[src/rtl/perf_pkg.sv]
// Shared types and counter index constants for the performance counter unit.
package perf_pkg;

  typedef enum logic [1:0] {
    IDLE   = 2'd0,
    RUN    = 2'd1,
    FROZEN = 2'd2
  } perf_state_t;

  localparam int CYC_IDX  = 0;
  localparam int INST_IDX = 1;
  // Channel k lives at counter index k + CH_BASE.
  localparam int CH_BASE  = 2;

endpackage

[src/rtl/perf_ctr.sv]
// Single sticky-overflow event counter.
// Build option PERF_SATURATE_EN: saturate at all-ones instead of wrapping to 0.
module perf_ctr
  import perf_pkg::*;
#(
  parameter int CNT_W = 32
) (
  input  logic             clk,
  input  logic             rst,
  input  logic             inc,
  input  logic             clr,
  output logic [CNT_W-1:0] value,
  output logic             ovf
);

  // NOTE: sequential state uses non-blocking (<=) so every flop samples pre-edge values.
  always_ff @(posedge clk or negedge rst) begin
    if (!rst) begin
      value <= '0;
      ovf   <= 1'b0;
    end else if (clr) begin
      value <= '0;
      ovf   <= 1'b0;
    end else if (inc) begin
      if (&value) begin
        ovf <= 1'b1;
`ifdef PERF_SATURATE_EN
        value <= value;
`else
        value <= '0;
`endif
      end else begin
        value <= value + 1'b1;
      end
    end
  end

endmodule

[src/rtl/perf_counter_unit.sv]
// Cycle/instruction/event performance counters with a run/freeze FSM and a
// one-cycle registered readout port.
module perf_counter_unit
  import perf_pkg::*;
#(
  parameter int NUM_CH = 4,
  parameter int CNT_W  = 32,
  parameter int SEL_W  = $clog2(NUM_CH + 2)
) (
  input  logic              clk,
  input  logic              rst,
  input  logic              start,
  input  logic              clear,
  input  logic              retire,
  input  logic              halt,
  input  logic [NUM_CH-1:0] ev,
  input  logic              rd_req,
  input  logic [SEL_W-1:0]  rd_sel,
  output logic              rd_valid,
  output logic [CNT_W-1:0]  rd_data,
  output logic [NUM_CH+1:0] ovf,
  output logic              running,
  output logic              frozen
);

  localparam int NUM_CTR = NUM_CH + 2;

  perf_state_t       state;
  logic              countEn;
  logic [NUM_CTR-1:0] ctrInc;
  logic [CNT_W-1:0]  ctrVal [NUM_CTR];
  logic [CNT_W-1:0]  selData;

  // NOTE: async reset clears every flop, so outputs drop to 0 the instant rst falls.
  always_ff @(posedge clk or negedge rst) begin
    if (!rst) begin
      state   <= IDLE;
      running <= 1'b0;
      frozen  <= 1'b0;
    end else begin
      if (clear) begin
        state   <= IDLE;
        running <= 1'b0;
        frozen  <= 1'b0;
      end else begin
        case (state)
          IDLE: if (start) begin
            state   <= RUN;
            running <= 1'b1;
          end
          RUN: if (halt) begin
            state   <= FROZEN;
            running <= 1'b0;
            frozen  <= 1'b1;
          end
          default: ;
        endcase
      end
    end
  end

  // The halt cycle itself still counts; clear wins over everything.
  assign countEn = (state == RUN) && !clear;

  // NOTE: default every always_comb output first so no latch is inferred.
  always_comb begin
    ctrInc           = '0;
    ctrInc[CYC_IDX]  = countEn;
    ctrInc[INST_IDX] = countEn & (retire | halt);
    for (int k = 0; k < NUM_CH; k++) begin
      ctrInc[k + CH_BASE] = countEn & ev[k];
    end
  end

  for (genvar g = 0; g < NUM_CTR; g++) begin : gCtr
    perf_ctr #(.CNT_W(CNT_W)) uCtr (
      .clk  (clk),
      .rst  (rst),
      .inc  (ctrInc[g]),
      .clr  (clear),
      .value(ctrVal[g]),
      .ovf  (ovf[g])
    );
  end

  // Out-of-range selects read as zero.
  always_comb begin
    selData = '0;
    for (int i = 0; i < NUM_CTR; i++) begin
      if (rd_sel == SEL_W'(i)) selData = ctrVal[i];
    end
  end

  always_ff @(posedge clk or negedge rst) begin
    if (!rst) begin
      rd_valid <= 1'b0;
      rd_data  <= '0;
    end else begin
      rd_valid <= rd_req;
      rd_data  <= rd_req ? selData : '0;
    end
  end

endmodule

[config.mk]
export PLATFORM = sky130hd
export DESIGN_NAME = perf_counter_unit
export DESIGN_NICKNAME = d
export VERILOG_FILES = /design/src/rtl/perf_pkg.sv /design/src/rtl/perf_ctr.sv /design/src/rtl/perf_counter_unit.sv
export SDC_FILE = /design/constraint.sdc
export NUM_CORES = 1
export LEC_CHECK = 0
export CORE_ASPECT_RATIO = 0.5
export CORE_UTILIZATION = 65
export DETAILED_ROUTE_END_ITERATION = 10
export HOLD_SLACK_MARGIN = 0.06
export PLACE_DENSITY_LB_ADDON = 0.2
export SLEW_MARGIN = 40
export SYNTH_ARGS = -nofsm -noshare
export SYNTH_HDL_FRONTEND = slang
export SYNTH_SLANG_ARGS = --single-unit
[constraint.sdc]
create_clock -name clk -period 4.3 [get_ports clk]
set_input_delay 0.645 -clock clk [delete_from_list [all_inputs] [get_ports clk]]
set_output_delay 0.645 -clock clk [all_outputs]
set_load 0.05 [all_outputs]
# Word-level counts from Yosys, hierarchy flattened
# Index checks and enable logic that the tools add are counted.
dict set report totals {
  reg_bits 235
  latchBits 0
  ram_bits 0
  mem_bits_ro 0
  inputBits 14
  output_inout_bits 41
  word_cells 124
  memories 0
}
dict set report classes {
  addsub 6
  mul 0
  div_mod_pow 0
  magnitude_cmp 0
  n_eq_ne 8
  n_shift 0
  n_mux 54
  n_bitwise 6
  n_reduce_logical 33
}
# cell n
set ops {}
lappend ops {{two-way mux 32 bit} 25}
lappend ops {{adder 32 x 1 -> 32 bit (second input constant)} 6}
lappend ops {{AND reduction 32 bit} 6}
lappend ops {{nonzero test 2 bit} 14}
lappend ops {{two-way mux 1 bit} 24}
lappend ops {{AND reduction 2 bit} 7}
lappend ops {{equality test 3 x 2 -> 1 bit (second input constant)} 2}
lappend ops {{equality test 3 bit (second input constant)} 2}
lappend ops {{two-way mux 2 bit} 3}
lappend ops {{!= test 3 bit (second input constant)} 2}
lappend ops {{bitwise AND 1 bit} 5}
lappend ops {{one-hot mux 2 bit (2 select lines)} 1}
lappend ops {{equality test 3 x 1 -> 1 bit (second input constant)} 1}
lappend ops {{logical NOT 3 bit} 1}
lappend ops {{AND reduction 3 bit} 1}
lappend ops {{nonzero test 3 bit} 1}
lappend ops {{equality test 2 x 1 -> 1 bit (second input constant)} 1}
lappend ops {{logical NOT 2 bit} 1}
lappend ops {{one-hot mux 1 bit (2 select lines)} 1}
lappend ops {{logical AND 1 bit} 1}
lappend ops {{logical NOT 1 bit} 1}
lappend ops {{OR 1 bit} 1}

# Longest topological paths before layout
dict set report logic_depth {
  depth_word 8
  depth_mapped 8
  depth_no_buf 6
}

# Hierarchy
# Synthesis repeated with hierarchy kept, for this count alone.
dict set report hier_totals {
  cells_unflattened 1354
  hier_area_um2 13021.2
}
# mod instances cells_each area_per_inst_um2 seq_area_each_um2
set by_module_without_submodules {}
lappend by_module_without_submodules {perf_ctr 6 171 1685.4 825.8}
lappend by_module_without_submodules {perf_counter_unit 1 328 2909.0 900.9}

# Worst setup path after synthesis
# OpenSTA, ideal clock, no wires.
dict set report synth_timing {
  path_kind {reg2reg}
  startpoint {register state[0]}
  endpoint {register gCtr[1].uCtr.value[25]}
  setup_time_ns 0.077
  arrival_ns 2.310
  t_required_ns 4.223
  setup_slack_ns 1.913
  path_stages_with_launch 8
  n_path_buf 2
  synth_period_minus_slack_ns 2.387
  path_cell_list {dfrtp_1 -> buf_2 -> nand2b_1 -> o21a_1 -> or4b_1 -> clkbuf_2 -> or4_1 -> a21oi_1}
}
dict set report synth_between {
  elab_chain_len 4
}
# element line_no
set synth_rtl {}
lappend synth_rtl {{start: declaration} perf_counter_unit.sv:28} ;# perf_state_t state;
lappend synth_rtl {{start signal: assignment} perf_counter_unit.sv:37} ;# state <= IDLE;
lappend synth_rtl {{start signal: assignment} perf_counter_unit.sv:42} ;# state <= IDLE;
lappend synth_rtl {{start signal: assignment} perf_counter_unit.sv:48} ;# state <= RUN;
lappend synth_rtl {{equality test 2 x 1 -> 1 bit} perf_counter_unit.sv:63} ;# assign countEn = (state == RUN) && !clear;
lappend synth_rtl {{logical AND 1 bit} perf_counter_unit.sv:63}
lappend synth_rtl {{bitwise AND 1 bit} perf_counter_unit.sv:69} ;# ctrInc[INST_IDX] = countEn & (retire | halt);
lappend synth_rtl {{nonzero test 2 bit (no source line)} n/a}
lappend synth_rtl {{end signal: assignment} perf_ctr.sv:33} ;# value <= value + 1'b1;
lappend synth_rtl {{end: declaration} perf_ctr.sv:12} ;# output logic [CNT_W-1:0] value,
# No other way between the ends.
# A chain may end at the register's enable or synchronous reset.

# Worst setup path in the final report
# Ends and elaborated chain as after synthesis.

==> results.tsv <==
metric	value	unit
clk slew on worst S/H paths	0.07	ns
Layout Nets	1386	
Synth Instances	1337	
#FFs+latches synth	234	
worst path arrival time	3.37	ns
synthesis-to-layout area growth	11.15	%
Ys Warns	0	
Worst Hold Class	reg -> reg	
Max H-tree Level	1	
setup TNS	0	ns
fin crit share	68.11	%
total CTS buffers	21	
Max Clock Freq	0.3415	GHz
Primary FF master, synth	dfrtp_1	
outcome	completed	
RSZ-0062 raised after global routing	no	
Critical Path, Cell by Cell	nand2b_1, o21a_1, or4b_1, or4_1, a21oi_1	
Post-synth EDFFs	0	
Tightest Pin Transition	0.8722	ns
clock root buffer	clkbuf_16	
sequential area share after synthesis	44.90	%
first-pass GRT wire length	58110	um
GRT overflow	0	
clock tree buffer depth	3	
vias per cell	6.698	
Hold Vio Cnt, Final	0	
final worst slack	1.371	ns
Worst-Skew Late Latency	0.52	ns
Via Count	11019	
max_cap viols	0	
Leak	5.903	nW
CP Capture Type	flop	
Starting Density	66.71	%
slowest stage delay, CP	0.74	ns
# DRC	0	
Slew Limit Fails	0	
setup violators final	0	
CTS tree	done	
fin crit period	2.929	ns
number of I/O port buffers	54	
Pwr Density	307.0	mW/mm^2
worst vdd ir	0.0002169	V
core area	0.01955	mm^2
DRT antenna net count	0	
pin count of the biggest net entering global routing	70	
critical path launch point type	flop	
Slew HR	41.64	%
vias in the first global route	10367	
Ports	55	
Final Util	74.15	%
Finished Cell Area	0.01450	mm^2
layout cells sized above 1	8.200	%
WP data required	4.74	ns
WL/cell	22.45	um
die area	0.02067	mm^2
Mean Syn Cell Area	9.754	um^2
HPWL Detailed	26250	um
1st-pass router iterations	5	
share of synthesized registers carrying an async set or reset	100.0	%
row cnt	36	
most frequent cells in the layout	dfrtp_1 (234), nor2_1 (188), xor2_1 (79), nand4_1 (70), nand2_1 (70)	
CP max stage cell	dfrtp_1	
die height	102.2	um
overall routing resource usage	36.95	%
die width	202.3	um
crit-path max FO	20	
pre-CTS WS	1.245	ns
Worst Path Class, Setup	reg -> reg	
GP Congestion	1.016	
# Post-CTS Setup Buffers	0	
clk_skew	0.01388	ns
Sink Count	234	
wirelength, routed	36940	um
antenna violations before repair	0	
DP Area	0.01377	mm^2
Post-Synthesis Cell Area	0.01304	mm^2
Net Count, Synth	1357	
DRT iter0 DRCs	1313	
commonest non-fill, non-tap cell in the layout	dfrtp_1	
Synth cell types	71	
==> layout make-up <==
class / instances / area [um^2]
clock buffer: 26 / 564.3
timing repair buffer: 74 / 718.2
sequential: 234 / 5856
tap: 266 / 332.8
multi-input combinational: 976 / 6671
clock inverter: 9 / 128.9
antenna: 1 / 2.502
inverter: 59 / 221.5
fill: 1392 / 5054
==> state kept, by name, indices dropped and copies added (netlist names) <==
name	flops
state	2
rd_valid	1
gCtr.uCtr.value	192
gCtr.uCtr.ovf	6
rd_data	32
frozen	1
==> worst max-delay path, delay by kind of cell (launching register included) <==
family	cells	cell delay [ns]
and+or+nand+nor	3	1.45
DFF	1	0.74
AOI/OAI and AO/OA	2	0.65
==> where the power goes <==
| part | switching (mW) | internal (mW) |
|---|---|---|
| Sequential | 0.0225 | 2.21 |
| Clock | 0.852 | 1.11 |
| Combinational | 0.182 | 0.0702 |
| Total | 1.06 | 3.39 |
==> final timing paths <==
path | start | to | slack (ns) | cells past startpoint
max in group asynchronous | rst | gCtr[2].uCtr.value[29]$_DFFE_PN0P_ | 2.52 | 4
min in group asynchronous | rst | gCtr[5].uCtr.value[8]$_DFFE_PN0P_ | 0.62 | 2
worst max register to register | state[0]$_DFFE_PN0P_ | gCtr[1].uCtr.value[25]$_DFFE_PN0P_ | 1.37 | 5
worst min register to register | gCtr[1].uCtr.ovf$_DFFE_PN0P_ | gCtr[1].uCtr.ovf$_DFFE_PN0P_ | 0.49 | 1
worst min-delay path | gCtr[1].uCtr.ovf$_DFFE_PN0P_ | gCtr[1].uCtr.ovf$_DFFE_PN0P_ | 0.49 | 1
worst max-delay path | state[0]$_DFFE_PN0P_ | gCtr[1].uCtr.value[25]$_DFFE_PN0P_ | 1.37 | 5
==> what timing repair did <==
action / in CTS / in global routing
gates resized for setup: 0 / 0
hold buffers: 1 / 0
hold endpoints to repair: 46 / 0
==> layer usage <==
metal	vias up	global-route usage (%)	wire length, um
li1	4848	-	-
met5	-	0	0
met4	0	9.196	945
met2	670	57.22	16020
met1	5414	52.05	15380
met3	87	10.49	4592
==> metrics by stage <==
step           instances  total power, mW  hold slack (ns)
2_1_floorplan       1337            2.401           0.3494
3_3_place_gp        1607            2.513           0.4758
5_1_grt             1644            4.560           0.5302
6_report            1645            4.450           0.4918
4_1_cts             1644            4.450           0.4956
3_5_place_dp        1608            2.520           0.4807
==> cells in the mapped netlist (all sizes together), types with 33 or more instances <==
cell type | n | area share, %
nand4 | 71 | 3.5
inv | 58 | 1.7
nor3 | 34 | 1.3
xor2 | 79 | 5.3
nand2 | 70 | 2.0
nand3 | 61 | 2.4
and2 | 46 | 2.2
xnor2 | 65 | 4.4
clkbuf | 36 | 1.1
and3 | 33 | 1.6
nor2 | 188 | 5.4
dfrtp | 234 | 45
mux2i | 36 | 2.8
==> cell families after synthesis <==
family	after synthesis	share of synthesized area [%]
compound gates	145	7.647
xor+xnor	144	9.671
fa+ha+maj	6	0.5756
buf+inv	127	4.116
flops	234	44.90
mux	72	8.721
simple gates	609	24.37
(Power assumes the default switching activity.)
